### config.mk
export PLATFORM = sky130hd
export DESIGN_NAME = uart_rx_fifo
export DESIGN_NICKNAME = d
export VERILOG_FILES = /design/src/rtl/uart_rx_fifo.sv
export SDC_FILE = /design/constraint.sdc
export NUM_CORES = 1
export LEC_CHECK = 0
export ABC_AREA = 1
export CAP_MARGIN = 20
export CORE_UTILIZATION = 44
export DETAILED_ROUTE_END_ITERATION = 6
export GPL_ROUTABILITY_DRIVEN = 0
export MAX_ROUTING_LAYER = met4
export PLACE_DENSITY = 0.71
export SYNTH_ARGS = -nofsm -noshare
export SYNTH_HDL_FRONTEND = slang
export SYNTH_SLANG_ARGS = --single-unit
### constraint.sdc
create_clock -name clk -period 2.9 [get_ports clk]
set_input_delay 0.29 -clock clk [delete_from_list [all_inputs] [get_ports clk]]
set_output_delay 0.29 -clock clk [all_outputs]
set_load 0.005 [all_outputs]
### src/rtl/uart_rx_fifo.sv
// Receive-side FIFO behind the UART receiver: buffers {frame_err, data} per frame,
// first-word fall-through to the host, with sticky overrun and almost-full level.
module uart_rx_fifo #(
  parameter int unsigned ADDR_W   = 4,
  parameter int unsigned DATA_W   = 8,
  parameter int unsigned AF_LEVEL = 12
) (
  input  logic              clk,
  input  logic              rst,
  input  logic [DATA_W-1:0] rx_din,
  input  logic              rx_frame_err,
  input  logic              rx_done,
  input  logic              rd_en,
  input  logic              clr_overrun,
  output logic [DATA_W-1:0] dout,
  output logic              dout_frame_err,
  output logic              valid,
  output logic              full,
  output logic              almost_full,
  output logic [ADDR_W:0]   count,
  output logic              overrun
);

  localparam int unsigned Depth = 32'd1 << ADDR_W;
  localparam logic [ADDR_W:0] DepthCnt = (ADDR_W + 1)'(Depth);
  localparam logic [ADDR_W:0] AfCnt    = (ADDR_W + 1)'(AF_LEVEL);

  logic [DATA_W:0]   mem_q [Depth];
  logic [ADDR_W-1:0] wr_ptr_q, wr_ptr_d;
  logic [ADDR_W-1:0] rd_ptr_q, rd_ptr_d;
  logic [ADDR_W:0]   count_q, count_d;
  logic              overrun_q, overrun_d;
  logic              rd_accept, wr_accept, drop;

  // Flags decode from the registered count only, so they move only on clk or reset.
  assign valid       = (count_q != '0);
  assign full        = (count_q == DepthCnt);
  assign almost_full = (count_q >= AfCnt);
  assign count       = count_q;
  assign overrun     = overrun_q;

  assign dout           = mem_q[rd_ptr_q][DATA_W-1:0];
  assign dout_frame_err = mem_q[rd_ptr_q][DATA_W];

  // A pop from a full FIFO frees the slot for a same-cycle write.
  assign rd_accept = rd_en & valid;
  assign wr_accept = rx_done & (~full | rd_accept);
  assign drop      = rx_done & full & ~rd_accept;

  always_comb begin
    wr_ptr_d  = wr_ptr_q;
    rd_ptr_d  = rd_ptr_q;
    count_d   = count_q;
    overrun_d = overrun_q;
    if (wr_accept) wr_ptr_d = wr_ptr_q + 1'b1;
    if (rd_accept) rd_ptr_d = rd_ptr_q + 1'b1;
    unique case ({wr_accept, rd_accept})
      2'b10:   count_d = count_q + 1'b1;
      2'b01:   count_d = count_q - 1'b1;
      default: count_d = count_q;
    endcase
    // Set wins over a simultaneous clear.
    if (drop) begin
      overrun_d = 1'b1;
    end else if (clr_overrun) begin
      overrun_d = 1'b0;
    end
  end

  always_ff @(posedge clk or negedge rst) begin
    if (!rst) begin
      wr_ptr_q  <= '0;
      rd_ptr_q  <= '0;
      count_q   <= '0;
      overrun_q <= 1'b0;
      for (int i = 0; i < int'(Depth); i++) begin
        mem_q[i] <= '0;
      end
    end else begin
      wr_ptr_q  <= wr_ptr_d;
      rd_ptr_q  <= rd_ptr_d;
      count_q   <= count_d;
      overrun_q <= overrun_d;
      if (wr_accept) begin
        mem_q[wr_ptr_q] <= {rx_frame_err, rx_din};
      end
    end
  end

endmodule

Word-level counts from Yosys, hierarchy flattened
Index checks and enable logic that the tools add are counted.
Widths: inputs -> output; s select.
{"block": "classes", "add_sub_neg": 4, "muxes": 9, "bitwise_logic": 9, "n_eq_ne": 3, "order_cmp": 4, "n_reduce_logical": 4}
{"op": "$bwmux 144", "count": 1}
{"op": "$bmux 9 s4", "count": 1}
{"op": "$demux 9 s4", "count": 1}
{"op": "$mux 9", "count": 3}
{"op": "$ge 5x5->1 const B", "count": 2}
{"op": "$not 4->5", "count": 2}
{"op": "$pmux 5 s2", "count": 1}
{"op": "$add 4x1->4 const B", "count": 2}
{"op": "$add 5x1->5 const B", "count": 1}
{"op": "$eq 5x5->1 const B", "count": 1}
{"op": "$ge 5x4->1 const B", "count": 1}
{"op": "$lt 5x1->1 const B", "count": 1}
{"op": "$reduce_bool 5->1", "count": 1}
{"op": "$sub 5x1->5 const B", "count": 1}
{"op": "$and 1x1->1", "count": 4}
{"op": "$reduce_bool 2->1", "count": 2}
{"op": "$eq 2x1->1 const B", "count": 1}
{"op": "$eq 2x2->1 const B", "count": 1}
{"op": "$mux 1", "count": 2}
{"op": "$not 1->1", "count": 2}
{"op": "$logic_and 1x1->1", "count": 1}
{"op": "$or 1x1->1", "count": 1}
{"block": "totals", "out_inout_bits": 18, "in_bits": 14, "wordCells": 53, "reg_bits": 158}

Logic depth before layout (Yosys ltp)
Gate-level depths: netlist (run 1).
{"block": "logic_depth", "ltp_word": 6, "ltp_mapped": 14, "mapped_depth_nobuf": 14}

Worst setup path before layout (run 1)
No wires, ideal clock.
{"block": "synth_path", "kind": "reg2reg", "start": "register count_q[1] (netlist: count[1])", "end": "register count_q[3] (netlist: count[3])", "synth_period_minus_slack_ns": 1.957, "arrival_time_ns": 1.830, "stages_incl_launch_ff": 13, "setup_time_ns": 0.127, "path_slack_ns": 0.943, "cell_sequence": "dfrtp_1 -> nor2_1 -> nand3_2 -> nand2_4 -> inv_1 -> nand2_1 -> inv_1 -> ha_1 -> a21oi_1 -> nand2_1 -> xor2_1 -> nand2_1 -> o21ai_0"}
{"block": "synth_between", "elab_chain_cells": 6, "elab_cells_between_ends": 12}
{"item": "start: declaration", "line_no": "31", "rtl": "logic [ADDR_W:0] count_q, count_d;"}
{"item": "start signal: assignment", "line_no": "82", "rtl": "count_q <= count_d;"}
{"item": "$reduce_bool 5->1 (*)", "line_no": "36", "rtl": "assign valid = (count_q != '0);"}
{"item": "named net valid", "line_no": "17", "rtl": "output logic valid,"}
{"item": "$and 1x1->1 (*)", "line_no": "46", "rtl": "assign rd_accept = rd_en & valid;"}
{"item": "$or 1x1->1", "line_no": "47", "rtl": "assign wr_accept = rx_done & (~full | rd_accept);"}
{"item": "$and 1x1->1", "line_no": "47"}
{"item": "$eq 2x1->1 / $eq 2x2->1 (equally long branches)", "line_no": "57", "rtl": "unique case ({wr_accept, rd_accept})"}
{"item": "$pmux 5 s2 / $reduce_bool 2->1 (equally long branches)"}
The timed path passes the listed nets; every way through them passes the cells marked *.
A chain may end at the register's enable or synchronous reset.

Worst setup path after layout (run 1)
{"block": "layout_path", "start": "register rd_ptr_q[1]", "end": "output port dout[0]"}
{"block": "layout_between", "elab_chain_cells": 4}
{"item": "start: declaration", "line_no": "30", "rtl": "logic [ADDR_W-1:0] rd_ptr_q, rd_ptr_d;"}
{"item": "start signal: assignment", "line_no": "81", "rtl": "rd_ptr_q <= rd_ptr_d;"}
{"item": "$not 4->5 (not written as such)", "line_no": "42", "rtl": "assign dout = mem_q[rd_ptr_q][DATA_W-1:0];"}
{"item": "$bmux 9 s4", "line_no": "42"}
{"item": "$mux 9 (2 in a row)"}
{"item": "end: declaration", "line_no": "15", "rtl": "output logic [DATA_W-1:0] dout,"}
Every way passes these cells. The select of a mux whose other input is x is not followed.

==> reports/metrics.yaml, run 1 <==
sta:
  period_share: 0.946
  clock_skew_ps: 8.91
  maxSlewHeadroom: 0.418
  min_period_ps: 2740
  fin_setup_tns_ps: 0
  max_clock_freq_mhz: 364
  slew_violations: 0
  rsz0062_at_grt: "no"
  worstMarginPinSlew_ps: 872
  setup_viol: 0
  timing.hold.ws_ps: 447
  hold_viol: 0
global_route:
  grtUsageMet3: 0.0359
  antenna_found_initial: 0
  grt_max_degree: 80
  gr-usage-met1: 0.310
  overflow: 0
  grt_pass1_vias: 5845
  track_usage: 0.231
  use_met2: 0.354
  grt_pass1_wl_mm: 31.3
  top_usage_layer: "met2"
pwr:
  powerDensity_nw_per_um2: 1170
  p_leak_nw: 4.02
  ir_drop_v: 0.000691
  power.total_mw: 10.4
logic_synthesis:
  synth_top_area_share: 0.502
  synthAdderAreaFrac: 0.0153
  netlist_area_um2: 7880
  synth_area_leaders: "dfrtp_1, o21ai_2, o21ai_0"
  synth_top_family_by_area: "compound AO/OA/AOI/OAI gates"
  synth_warnings: 0
  synth_commonest_cells: "nand2_1, dfrtp_1, o21ai_0, nor2_1, o21ai_2"
  yosys.area_share.simple: 0.198
  synth.largest_area_cell: "dfrtp_1"
  synth_nets: 895
  syn_inst: 872
  synth_cell_type_count: 31
  yosys-mux-area-fraction: 0
  postSynthAreaPerCell_um2: 9.03
  async_flop_share: 1.00
  synth_most_common_cell: "nand2_1"
  ys_ff_latch: 158
  synth_compound_area_frac: 0.217
  synth-edff-count: 0
  synthXorXnorAreaFrac: 0.00779
  ys.flop_type: "dfrtp_1"
  ys_seq_area_frac: 0.502
critical_path:
  cp_cell_sequence: "buf_12 > buf_4 > o21ai_0 > o211ai_1 > nand3_1 > nand2_1 > clkdlybuf4s50_1"
  required_ps: 2610
  crit_type: "reg2out"
  crit_family: "buffers and inverters"
  startpoint_type: "register"
  cp.arrival_ps: 2450
  endpoint_kind: "output port"
  path_buf_inv: 3
  rrSetupSlack_ps: 690
  critPathMaxFanout: 38
  critical_path.max_stage_delay_ps: 540
  cpMaxStageDelayCell: "dfrtp_2"
clock_network:
  clockBufferDepth: 2
  cts-htree-levels: 4
  cts_tree: "done"
  clk_pin_slew_ps: 60
  clk_latency_ps: 430
  cts_resized: 0
  cts_buffers: 17
  cts_num_sinks: 158
  root_buffer: "clkbuf_16"
detailed_routing:
  drc_errors: 0
  dr.pass1.iters: 7
  first_iter_violations: 512
  ant_nets: 0
  wl_per_cell_um: 16.8
  num_vias: 6017
  wl_mm: 18.9
  via_per_inst: 5.37
final_layout:
  drive_above_1_share: 0.169
  final_nets: 906
  syn_to_final_growth_pct: 13.2
  antenna_cells: 0
  register_area_um2: 3960
  multi_input_area_um2: 3450
  n_fill_cell: 1607
  fin_util: 0.512
outcome:
  outcome: "completed"
worst_hold_path:
  holdCritPathClass: "in2async"
floorplan:
  start_util: 0.452
  io_pins: 32
  die_area_um2: 18400
  die_h_um: 136
  rows: 48
  die_w_um: 136
  coreArea_um2: 17400
place:
  dp.final_hpwl_mm: 11.8
  io_buffers: 31
job:
  cap_violations: 0
## registers in the layout, indices dropped and copies added (netlist names)
register	cells
rd_ptr_q	4
mem_q	144
count	5
overrun	1
wr_ptr_q	4
## cell usage in the layout (no fill, tap or decap), types with 8 or more instances in the layout
cell	Yosys	routed
buf_4	0	8
o21ai_1	19	19
nand2_1	166	166
nand2_8	10	10
o211ai_1	36	36
o21ai_2	75	75
nand2_4	8	8
o21ai_0	129	129
nand3_1	28	28
clkbuf_16	0	17
inv_1	33	33
clkdlybuf4s50_1	0	30
dfrtp_1	158	156
ha_1	8	8
nor2_1	118	118
## metal layers
| layer | vias up | routed length (µm) |
|---|---|---|
| met5 | - | 0 |
| met4 | 0 | 358 |
| met3 | 25 | 755 |
| met2 | 134 | 8830 |
| met1 | 2911 | 8930 |
| li1 | 2947 | - |
## area by class of cell
cell class	instances	share of cell area
clock inverter	9	0.0122
timing repair buffer	45	0.0540
clock buffer	23	0.0547
sequential	158	0.444
inverter	38	0.0163
tap	225	0.0316
multi-input combinational	623	0.387
## power by group
group          switching (mW)  total (mW)  internal, mW  leakage (nW)
sequential              0.612        3.79          3.18          2.01
combinational            2.56        4.36          1.80          1.72
clock                   0.896        2.25          1.36         0.293
## worst register-to-register path, cell delays in order, from the launching register on
cell and delay (ps):
dfrtp_1 440, nor2_1 180, nand3_2 130, nand2_4 120
inv_1 120, nand2_1 140, inv_1 90, ha_1 320
a21oi_1 200, nand3_1 90, nand2_1 90, nand3_1 70
nand2_1 70, inv_1 30
## stage by stage
stage                     cell area, µm²  instances  setup slack (ps)
final                               8910       1121               156
after global routing                8910       1121              19.9
after CTS                           8910       1121               166
after detailed placement            8310       1088               627
after global placement              8310       1088               685
after floorplan                     7880        872               943
## what timing repair did
| item | CTS | global route |
|---|---|---|
| hold buffers | 1 | 0 |
| endpoints found under the hold margin | 77 | 0 |
| buffers inserted | 0 | 0 |
## cells by family after synthesis
group	Yosys count
and+or+nand+nor	340
buffers and inverters	91
AOI/OAI and AO/OA	267
DFF	158
adders and majority gates	9
xor gates and xnor gates	7
## path summary, 6_finish.rpt
path	startpoint	cells past startpoint	end
max	rd_ptr_q[1]$_DFFE_PN0N_	7	dout[0]
min	rst	2	mem_q[112]$_DFFE_PN0P_
max reg2reg	count[1]$_DFFE_PN0P_	13	count[4]$_DFFE_PN0P_
min reg2reg	mem_q[102]$_DFFE_PN0P_	2	mem_q[102]$_DFFE_PN0P_
max in group asynchronous	rst	3	rd_ptr_q[0]$_DFFE_PN0N_
min in group clk	clr_overrun	2	overrun$_DFFE_PN0P_
Note: power is estimated with default switching activity, not from simulation.
==> run 2, diff against run 1 <==
--- a/config.mk
+++ b/config.mk
@@ -7,6 +7,7 @@
 export LEC_CHECK = 0
 export ABC_AREA = 1
 export CAP_MARGIN = 20
+export CORE_MARGIN = 10
 export CORE_UTILIZATION = 44
 export DETAILED_ROUTE_END_ITERATION = 6
 export GPL_ROUTABILITY_DRIVEN = 0
==> run 2 against run 1 <==
  * Fmax is 0.39% higher
  * Combinational power hardly changed
  * Worst setup slack better by 11 ps
  * Non-clock buffer count grew 6
  * Register-to-register slack got worse by 30 ps
  * Critical path depth shrank 1
  * Die area rose by 28%
  * Critical path type unchanged
  * Largest power group unchanged
==> reports/metrics.yaml, run 2 (synthesized netlist as in run 1, its figures left out) <==
final_layout:
  final_cell_area_um2: 8960  # +0.49%
  largest_reg_flops: 144  # unchanged
  antenna_cells: 0  # unchanged
  drive_above_1_share: 0.172  # +0.00331
  layout_commonest_cell: "nand2_1"
  syn_to_final_growth_pct: 13.8
  final_cell_mix: "nand2_1, dfrtp_1, o21ai_0, nor2_1, o21ai_2"
  final_nets: 912  # +0.66%
  finalNonFillerCells: 1127  # +0.54%
  top_register: "mem_q"
floorplan:
  start_util: 0.452  # unchanged
  io_pins: 32  # unchanged
  rows: 48  # unchanged
  die_w_um: 154  # +13%
  coreArea_um2: 17400  # unchanged
  die_h_um: 154  # +13%
  die_area_um2: 23600  # +28%
detailed_routing:
  wl_mm: 19.7  # +4.3%
  dr.pass1.iters: 5  # -2
  wl_per_cell_um: 17.5  # +3.8%
  drc_errors: 0  # unchanged
  via_per_inst: 5.42  # +0.94%
  num_vias: 6106  # +1.5%
  first_iter_violations: 512  # unchanged
  ant_nets: 0  # unchanged
clock_network:
  cts_tree: "done"
  clk_latency_ps: 430  # about the same
  cts-htree-levels: 4  # unchanged
  clockBufferDepth: 2  # unchanged
  clk_pin_slew_ps: 60  # about the same
  cts_num_sinks: 158  # unchanged
  cts_buffers: 17  # unchanged
  root_buffer: "clkbuf_16"
sta:
  fin_setup_tns_ps: 0  # unchanged
  maxSlewHeadroom: 0.443  # +0.0246
  max_clock_freq_mhz: 366  # +0.39%
  slew_violations: 0  # unchanged
  period_share: 0.943  # -0.00368
  clock_skew_ps: 6.49  # -2.43 ps
  setup_viol: 0  # unchanged
  min_period_ps: 2730  # -10.7 ps
  hold_viol: 0  # unchanged
  worstMarginPinSlew_ps: 835  # -36.8 ps
  rsz0062_at_grt: "no"
pwr:
  p_leak_nw: 4.05  # +0.55%
  powerDensity_nw_per_um2: 1180  # +1.1%
  ir_drop_v: 0.000524  # -24%
place:
  placed_area_um2: 8310  # about the same
  io_buffers: 31  # unchanged
  placed_cells: 1091  # +0.28%
  dp.final_hpwl_mm: 12.6  # +7.1%
critical_path:
  cp.arrival_ps: 2440  # about the same
  r2r_start: "count[1]$_DFFE_PN0P_"
  crit_type: "reg2out"
  startpoint_type: "register"
  r2r_end: "count[3]$_DFFE_PN0P_"
  ff2ff_path_depth: 12  # -1
  critPathMaxFanout: 25  # -34%
  required_ps: 2610  # about the same
  endpoint_kind: "output port"
  rrSetupSlack_ps: 660  # -30 ps
global_route:
  grt_pass1_vias: 6098  # +4.3%
  track_usage: 0.177  # -0.0542
  grt_pass1_wl_mm: 33.0  # +5.4%
  overflow: 0  # unchanged
  antenna_found_initial: 0  # unchanged
  grt_max_degree: 66  # -18%
outcome:
  outcome: "completed"
job:
  cap_violations: 0  # unchanged
worst_hold_path:
  holdCritPathClass: "in2async"
## run 2: worst max-delay path by stage
| stage | startpoint | endpoint | slack (ps) | depth (start not counted) |
|---|---|---|---|---|
| 2_1_floorplan | count[1]$_DFFE_PN0P_ | count[3]$_DFFE_PN0P_ | 940 | 12 |
| 3_3_place_gp | rd_ptr_q[0]$_DFFE_PN0N_ | dout[3] | 580 | 6 |
| 3_5_place_dp | rd_ptr_q[0]$_DFFE_PN0N_ | dout[3] | 560 | 6 |
| 4_1_cts | rd_ptr_q[0]$_DFFE_PN0N_ | dout[3] | 100 | 6 |
| 5_1_grt | rd_ptr_q[0]$_DFFE_PN0N_ | dout[3] | 2 | 9 |
| 6_report | rd_ptr_q[1]$_DFFE_PN0N_ | dout[3] | 170 | 6 |
## run 2: power by group
part	switching, mW	internal, mW	leakage [nW]
Combinational	2.59	1.81	1.74
Clock	0.903	1.46	0.294
Sequential	0.636	3.18	2.01
Total	4.13	6.45	4.05
## run 2: repair_timing
action                                  CTS  global route
hold endpoints to repair                 62             0
hold buffers                              1             0
buffers inserted                          0             3
endpoints found under the setup margin    0             1
resized for setup                         0             1
## run 2: final cells by class
| cell class | count | area [µm²] |
|---|---|---|
| inverter | 38 | 145 |
| clock buffer | 22 | 454 |
| tap | 225 | 282 |
| clock inverter | 10 | 163 |
| multi-input combinational | 623 | 3450 |
| sequential | 158 | 3960 |
| timing repair buffer | 51 | 505 |
| fill | 1606 | 8460 |
## run 2: metrics by stage
stage	power [mW]	hold WS, ps	util	setup slack, ps
finish	10.6	429	0.514	166
global route	11.4	430	0.514	2.03
CTS	10.6	424	0.513	95.1
detailed placement	8.18	322	0.477	565
global placement	8.05	327	0.477	579
floorplan	6.70	-5.59	-	943
## run 2: metal layers
metal / up-vias / GRT usage / routed length, µm
li1: 2958 / - / -
met1: 2969 / 0.231 / 9150
met2: 149 / 0.268 / 9200
met3: 30 / 0.0368 / 935
met4: 0 / 0.0567 / 390
met5: - / - / 0
## run 2: critical path, stage by stage, from the launching register on
cell             delay, ps
dfrtp_2                490
buf_4                  320
o21ai_0                130
o211ai_1               260
nand3_1                160
nand2_1                140
clkdlybuf4s50_1        510
==> run 3, diff against run 2 <==
--- a/config.mk
+++ b/config.mk
@@ -9,10 +9,12 @@
 export CAP_MARGIN = 20
 export CORE_MARGIN = 10
 export CORE_UTILIZATION = 44
+export CTS_BUF_LIST = sky130_fd_sc_hd__clkbuf_2
 export DETAILED_ROUTE_END_ITERATION = 6
+export DONT_BUFFER_PORTS = 1
 export GPL_ROUTABILITY_DRIVEN = 0
 export MAX_ROUTING_LAYER = met4
-export PLACE_DENSITY = 0.71
+export PLACE_DENSITY = 0.69
 export SYNTH_ARGS = -nofsm -noshare
 export SYNTH_HDL_FRONTEND = slang
 export SYNTH_SLANG_ARGS = --single-unit
==> run 3 against run 2 <==
  * The run now ends with negative hold slack left
  * Fmax fell by 1.8%
  * Register-to-register slack barely moved
  * Clock power fell by 51%
  * Sequential cell count did not move
  * Die area did not move
  * Critical endpoint is now dout[2]
  * Sequential share of layout area rose by 4.3 points
==> reports/metrics.yaml, run 3 (synthesized netlist as in run 1, its figures left out) <==
worst_hold_path:
  holdCritPathClass: "in2async"
outcome:
  outcome: "complete, but fails checks"
  violations: "negative hold slack"
pwr:
  combPwrFrac: 0.442  # +0.027
  powerDensity_nw_per_um2: 1080  # -8.2%
  pwr-share-clk: 0.130  # -0.094
  p_leak_nw: 3.72  # -8.0%
  p_int_mw: 4.96  # -23%
  ir_drop_v: 0.000507  # -3.4%
  power_frac_seq: 0.428  # +0.067
  netSwitchingFraction: 0.440  # +0.0496
  power.total_mw: 8.86  # -16%
  p_switching_mw: 3.89  # -5.6%
job:
  cap_violations: 0  # unchanged
place:
  dp.final_hpwl_mm: 11.9  # -6.2%
  post-place-ws_ps: 685  # +120 ps
  io_buffers: 0  # -100%
sta:
  timing.hold.ws_ps: -803  # -1230 ps
  setup_viol: 0  # unchanged
  min_period_ps: 2780  # +49.4 ps
  worstMarginPinSlew_ps: 911  # +75.8 ps
  fin_setup_tns_ps: 0  # unchanged
  period_share: 0.960  # +0.0170
  slew_violations: 0  # unchanged
  clock_skew_ps: 26.5  # +20.0 ps
  max_clock_freq_mhz: 359  # -1.8%
  fin_ws_ps: 117  # -49.4 ps
  rsz0062_at_grt: "yes"
  maxSlewHeadroom: 0.392  # -0.0506
  hold_viol: 158  # +158
detailed_routing:
  via_per_inst: 5.45  # +0.56%
  wl_per_cell_um: 17.7  # +1.6%
  drc_errors: 0  # unchanged
  ant_nets: 0  # unchanged
  first_iter_violations: 607  # +19%
  wl_mm: 19.3  # -2.0%
  num_vias: 5922  # -3.0%
  dr.pass1.iters: 5  # unchanged
global_route:
  grt_max_degree: 159  # +140%
  antenna_found_initial: 0  # unchanged
  grtUsageMet3: 0.0318  # -0.00502
  overflow: 0  # unchanged
  gr-usage-met1: 0.220  # -0.0115
  grt_pass1_wl_mm: 31.6  # -4.1%
  top_usage_layer: "met2"
  grt_pass1_vias: 5707  # -6.4%
  use_met2: 0.264  # -0.00409
  track_usage: 0.170  # -0.00665
critical_path:
  critPathMaxFanout: 78  # +210%
  endpoint: "dout[2]"
  cp.arrival_ps: 2490  # +50 ps
  r2r_end: "count[4]$_DFFE_PN0P_"
  endpoint_kind: "output port"
  startpoint_type: "register"
  crit_type: "reg2out"
  required_ps: 2610  # about the same
  ff2ff_path_depth: 13  # +1
  worstSetupStartpoint: "rd_ptr_q[0]$_DFFE_PN0N_"
  r2r_start: "count[1]$_DFFE_PN0P_"
  rrSetupSlack_ps: 670  # about the same
clock_network:
  clockBufferDepth: 2  # unchanged
  cts_tree: "done"
  cts_buffers: 17  # unchanged
  cts_num_sinks: 158  # unchanged
  root_buffer: "clkbuf_2"
  cts_setup_buffers: 0  # unchanged
  clk_pin_slew_ps: 210  # +150 ps
  hold_buffers: 5  # +4
  cts-htree-levels: 4  # unchanged
  clk_latency_ps: 750  # +320 ps
final_layout:
  n_fill_cell: 1693  # +5.4%
  syn_to_final_growth_pct: 3.72
  drive_above_1_share: 0.164  # -0.00827
  largest_reg_flops: 144  # unchanged
  top_register: "mem_q"
  layout_commonest_cell: "nand2_1"
  final_cell_mix: "nand2_1, dfrtp_1, o21ai_0, nor2_1, o21ai_2"
  final_nets: 872  # -4.4%
  antenna_cells: 0  # unchanged
floorplan:
  start_util: 0.452  # unchanged
  die_area_um2: 23600  # unchanged
  rows: 48  # unchanged
  coreArea_um2: 17400  # unchanged
  die_h_um: 154  # unchanged
  io_pins: 32  # unchanged
  die_w_um: 154  # unchanged
==> run 3: through the flow <==
step                cell area (µm²)  hold WS, ps  instances  utilization
floorplan                      7880        -5.59        872            -
global placement               7910         4.41       1050        0.454
detailed placement             7910         4.40       1050        0.454
CTS                            8170         -850       1087        0.469
global route                   8170         -875       1087        0.469
finish                         8170         -803       1087        0.469
==> run 3: metal layers <==
layer  wire length, µm  vias to the layer above
met5                 0                        -
met4               333                        0
met3               940                       27
met2              9250                      152
met1              8770                     2876
li1                  -                     2867
==> run 3: area by class of cell <==
class / instances / area [µm²] / share of cell area
well taps: 225 / 282 / 0.0345
inverters: 38 / 148 / 0.0181
clock buffers: 21 / 105 / 0.0129
clock inverters: 11 / 100 / 0.0123
multi-input cells: 623 / 3450 / 0.423
repair buffers: 11 / 124 / 0.0152
flip-flops and latches: 158 / 3960 / 0.484
==> run 3: power groups by stage <==
| stage | registers, mW | logic [mW] | clock network, mW |
|---|---|---|---|
| 6_report | 3.79 | 3.92 | 1.15 |
| 5_1_grt | 3.92 | 4.45 | 1.26 |
| 4_1_cts | 3.78 | 3.94 | 1.17 |
| 2_1_floorplan | 3.61 | 3.09 | 0 |
| 3_3_place_gp | 3.81 | 3.84 | 0 |
| 3_5_place_dp | 3.82 | 3.92 | 0 |
==> run 3: critical path, stage by stage, from the launching register on <==
cell and delay [ps]:
dfrtp_2 480, buf_6 280, o21ai_0 550, o211ai_1 180
nand3_1 130, nand2_1 110
==> run 3: worst min-delay path by stage <==
stage	startpoint	to	slack [ps]	cells past startpoint
3_3_place_gp	rst	mem_q[130]$_DFFE_PN0P_	4	0
4_1_cts	rst	mem_q[132]$_DFFE_PN0P_	-850	0
6_report	rst	mem_q[128]$_DFFE_PN0P_	-800	0
5_1_grt	rst	mem_q[78]$_DFFE_PN0P_	-880	0
3_5_place_dp	rst	mem_q[130]$_DFFE_PN0P_	4	0
2_1_floorplan	rst	count[0]$_DFFE_PN0P_	-6	0
==> run 3: repair_timing <==
item | 4_1_cts | 5_1_grt
endpoints found under the hold margin | 170 | 158
endpoints found under the setup margin | 4 | 1
gates resized for setup | 2 | 0
==> variant 1: new RTL, config.mk and constraints of run 2 <==
One comparison of `count_q` changes from == to >=.
--- a/src/rtl/uart_rx_fifo.sv
+++ b/src/rtl/uart_rx_fifo.sv
@@ -36,3 +36,3 @@
   assign valid       = (count_q != '0);
-  assign full        = (count_q == DepthCnt);
+  assign full        = (count_q >= DepthCnt);
   assign almost_full = (count_q >= AfCnt);
Check against the original RTL: no difference found for any inputs over 4 cycles, from zero or initial values and one cycle with rst low; that may be too few to reach the edited logic, so the function may still have changed.
==> variant 1 against run 2 <==
  * Power fell by 2.8%
  * Design area fell by 3.4%
  * Routed wire length fell by 2.1%
  * Clock skew rose by 3.9 ps
  * Area after synthesis fell by 2.7%
  * Sequential cell count did not move
  * First-iteration DRC count rose by 27%
  * Worst setup slack improved by 21 ps
  * Hold slack improved by 1.6 ps
  * Largest cell class unchanged
  * Largest power group unchanged
==> variant 1: results (changes against run 2) <==
metric;value;unit;change
status;finished, final reports clean;;
drt via density;5.42;;+0.12%
Crit Path Max Fanout;28;;+12%
number of global-route vias before repair;5857;;-4.0%
share of layout cells above drive strength 1;7.08;%;-10 points
Area contributors post-synth;dfrtp_1, o21ai_0, nand2_1;;
dpl cell area;8020;um2;-3.4%
detailed-placement wirelength estimate;12000;um;-4.9%
largest net degree at the start of global routing;111;;+68%
max reg flops;144;;unchanged
CP peak stage delay;570;ps;+60 ps
sequential logic power;3860;uW;+1%
fillers;1633;;+1.7%
P_clk;2190;uW;-8%
drt first-iter violations;648;;+27%
Post-Syn Nets;923;;+3.1%
nets;927;;+1.6%
Place WS;558;ps;-6.61 ps
first-pass GRT wire length;31300;um;-5.1%
CTS H-Tree Depth;4;;unchanged
most frequent cells after synthesis;nand2_1, o21ai_0, dfrtp_1;;
sequential share of the synthesized area;51.6;%;+1.4 points
slew margin rel.;52.6;%;+8.4 points
leak pwr;0.00403;uW;-0.40%
crit path DAT;2420;ps;-20 ps
gr usage total;16.9;%;-0.74 points
CP max-delay cell;dfrtp_4;;
Max VDD drop;0.528;mV;+0.60%
class of the worst hold path;in2reg;;
Worst Skew;10.4;ps;+3.91 ps
routed wire length;19300;um;-2.1%
variant 1: final cells by class:
cell class                      instances  area [um2]  area share (%)
Clock buffer                           27         533            6.16
Clock inverter                          5        52.6           0.607
Inverter                               78         293            3.38
Multi-Input combinational cell        607        3060            35.4
Sequential cell                       158        3960            45.7
Tap cell                              225         282            3.25
Timing Repair Buffer                   43         470            5.44
variant 1: cell families after synthesis:
family | Yosys count | synth area share [%]
AND/OR/NAND/NOR | 364 | 21.3
AO/OA/AOI/OAI | 226 | 16.4
flip-flops | 158 | 51.6
buffers and inverters | 136 | 8.38
XOR/XNOR | 9 | 1.03
adder cells (fa/ha/maj) | 8 | 1.31
variant 1: routing by layer:
| layer | share of wire (%) | GRT usage (%) | vias up |
|---|---|---|---|
| met5 | 0 | - | - |
| met1 | 46 | 21.7 | 3006 |
| met4 | 2.2 | 6.37 | 0 |
| met2 | 47 | 26.0 | 186 |
| met3 | 5.3 | 3.33 | 34 |
| li1 | - | - | 2974 |
variant 1: stage by stage:
step / total power, uW / hold slack (ps) / instances
after floorplan: 6610 / -5.59 / 901
after global placement: 7870 / 325 / 1109
after detailed placement: 7990 / 327 / 1109
after CTS: 10200 / 424 / 1142
after global routing: 11100 / 436 / 1143
final: 10300 / 431 / 1143
variant 1: repair_timing:
item	in CTS	in global routing
setup endpoints to repair	0	3
gates resized for setup	0	2
hold endpoints to repair	61	0
hold buffers	1	0
variant 1: final timing paths:
kind,from,end,slack [ps],depth (start not counted)
worst max-delay path,rd_ptr_q[0],dout_frame_err,190,9
worst max register to register,count[4],count[4],690,15
min in group asynchronous,rst,mem_q[86],440,2
worst min-delay path,clr_overrun,overrun,430,2
max in group asynchronous,rst,mem_q[125],1760,3
worst min register to register,mem_q[68],mem_q[68],480,2
==> variant 2: new RTL, config.mk and constraints of run 2 <==
Made on the original files. `DATA_W`: 8 -> 6.
--- a/src/rtl/uart_rx_fifo.sv
+++ b/src/rtl/uart_rx_fifo.sv
@@ -4,3 +4,3 @@
   parameter int unsigned ADDR_W   = 4,
-  parameter int unsigned DATA_W   = 8,
+  parameter int unsigned DATA_W   = 6,
   parameter int unsigned AF_LEVEL = 12
Interface: changed (resized dout and rx_din); port bits go from 32 to 28. No check against the original RTL was run, so the function may have changed too.
==> variant 2 against run 2 <==
  * Routed wire length fell by 11%
  * Critical path depth did not move
  * Maximum frequency rose by 1.1%
  * Design area fell by 19%
  * Count of clock-buffer cells in the layout rose by 4
  * Sequential cell count fell by 32
  * Critical endpoint is now dout[4]
  * Area after synthesis fell by 21%
  * Worst setup slack improved by 30 ps
  * Power fell by 19%
  * Critical path type unchanged
==> variant 2: results (changes against run 2) <==
metric;value;unit;change
Yosys cell types;21;;-32%
drt first-iter violations;630;;+23%
Post-Synthesis Cells;794;;-8.9%
Worst Skew;7.12;ps;+0.635 ps
gr usage total;19.0;%;+1.3 points
nets;827;;-9.3%
Crit Path Max Fanout;86;;+240%
CP max-delay cell;o21ai_0;;
share of layout cells above drive strength 1;6.23;%;-11 points
Max VDD drop;0.490;mV;-6.5%
status;finished, final reports clean;;
routed wire length;17500;um;-11%
register with the most flip-flops;mem_q;;
Post-CTS Resized;0;;unchanged
number of buffers added for setup after CTS;0;;unchanged
WL per Instance;17.6;um;+0.53%
max reg flops;112;;-22%
vias;5525;;-9.5%
placed cells;966;;-11%
IO buf count;27;;-13%
worst slew pin tran;1070;ps;+235 ps
Post-Syn Nets;815;;-8.9%
Area contributors post-synth;dfrtp_1, nand2_1, nand3_1;;
largest net degree at the start of global routing;87;;+32%
sequential share of the synthesized area;50.6;%;+0.42 points
leak pwr;0.00361;uW;-11%
detailed-placement wirelength estimate;11200;um;-11%
CP peak stage delay;490;ps;-20 ps
crit path DAT;2410;ps;-30 ps
ANT cells;0;;unchanged
first-pass detailed-route iteration total;7;;+2
number of global-route vias before repair;5116;;-16%
fillers;1312;;-18%
Place WS;618;ps;+53.1 ps
most frequent cells after synthesis;nand2_1, dfrtp_1, nand3_1;;
class of the worst hold path;in2reg;;
first-pass GRT wire length;28400;um;-14%
-- variant 2: cell count changes in the layout (fill, tap and decap cells not counted), moves of 5 or more --
cell and delta:
o211ai_1 -8, nand2_8 -10, nand2_4 -8, o21ai_2 -75
nor2_1 -43, o21ai_1 -19, clkbuf_8 +5, nand2_1 +46
o21ai_0 -68, inv_1 +17, nand2_2 -5, nand3_1 +80
a21oi_1 +52, dfrtp_1 -31
-- variant 2: report_power, final --
| group | switching, uW | total [uW] | internal [uW] |
|---|---|---|---|
| clock | 745 | 2050 | 1310 |
| combinational | 2130 | 3450 | 1310 |
| sequential | 487 | 3040 | 2560 |
-- variant 2: cells by family (layout without fill, tap and decap cells) --
| group | after synthesis | in the layout | share of synthesized area (%) |
|---|---|---|---|
| compound gates | 150 | 150 | 13.4 |
| xor+xnor | 8 | 8 | 1.12 |
| buf+inv | 102 | 127 | 6.53 |
| flops | 126 | 126 | 50.6 |
| fa+ha+maj | 9 | 9 | 1.93 |
| simple gates | 399 | 399 | 26.4 |
-- variant 2: final timing paths --
kind                             start  depth (start not counted)         end  slack, ps
max reg2reg                   count[0]                         13    count[4]        630
min in group asynchronous          rst                          2    count[0]        470
max in group asynchronous          rst                          3   mem_q[72]       1580
max                        rd_ptr_q[0]                          6     dout[4]        200
min reg2reg                 mem_q[111]                          2  mem_q[111]        460
min                        clr_overrun                          2     overrun        440
-- variant 2: layout make-up --
| cell class | instances | area, um2 | area share, % |
|---|---|---|---|
| Sequential cell | 126 | 3150 | 43.4 |
| Multi-Input combinational cell | 566 | 2670 | 36.7 |
| Clock buffer | 26 | 519 | 7.14 |
| Timing Repair Buffer | 44 | 460 | 6.33 |
| Tap cell | 180 | 225 | 3.10 |
| Inverter | 51 | 191 | 2.63 |
| Clock inverter | 6 | 55.1 | 0.757 |
-- variant 2: routing by layer --
layer / vias to the layer above / global-route usage (%) / share of wire, %
met3: 38 / 3.70 / 8.9
li1: 2640 / - / -
met2: 263 / 26.5 / 45
met5: - / - / 0
met1: 2584 / 25.9 / 43
met4: 0 / 8.46 / 2.8
-- variant 2: metrics by stage --
step / cell area, um2 / hold slack, ps
floorplan: 6230 / -5.59
global placement: 6690 / 396
detailed placement: 6690 / 391
CTS: 7270 / 437
global route: 7270 / 449
finish: 7270 / 441
-- variant 2: what timing repair did --
action	4_1_cts	5_1_grt
setup endpoints to repair	0	0
endpoints found under the hold margin	52	0
hold buffers	1	0
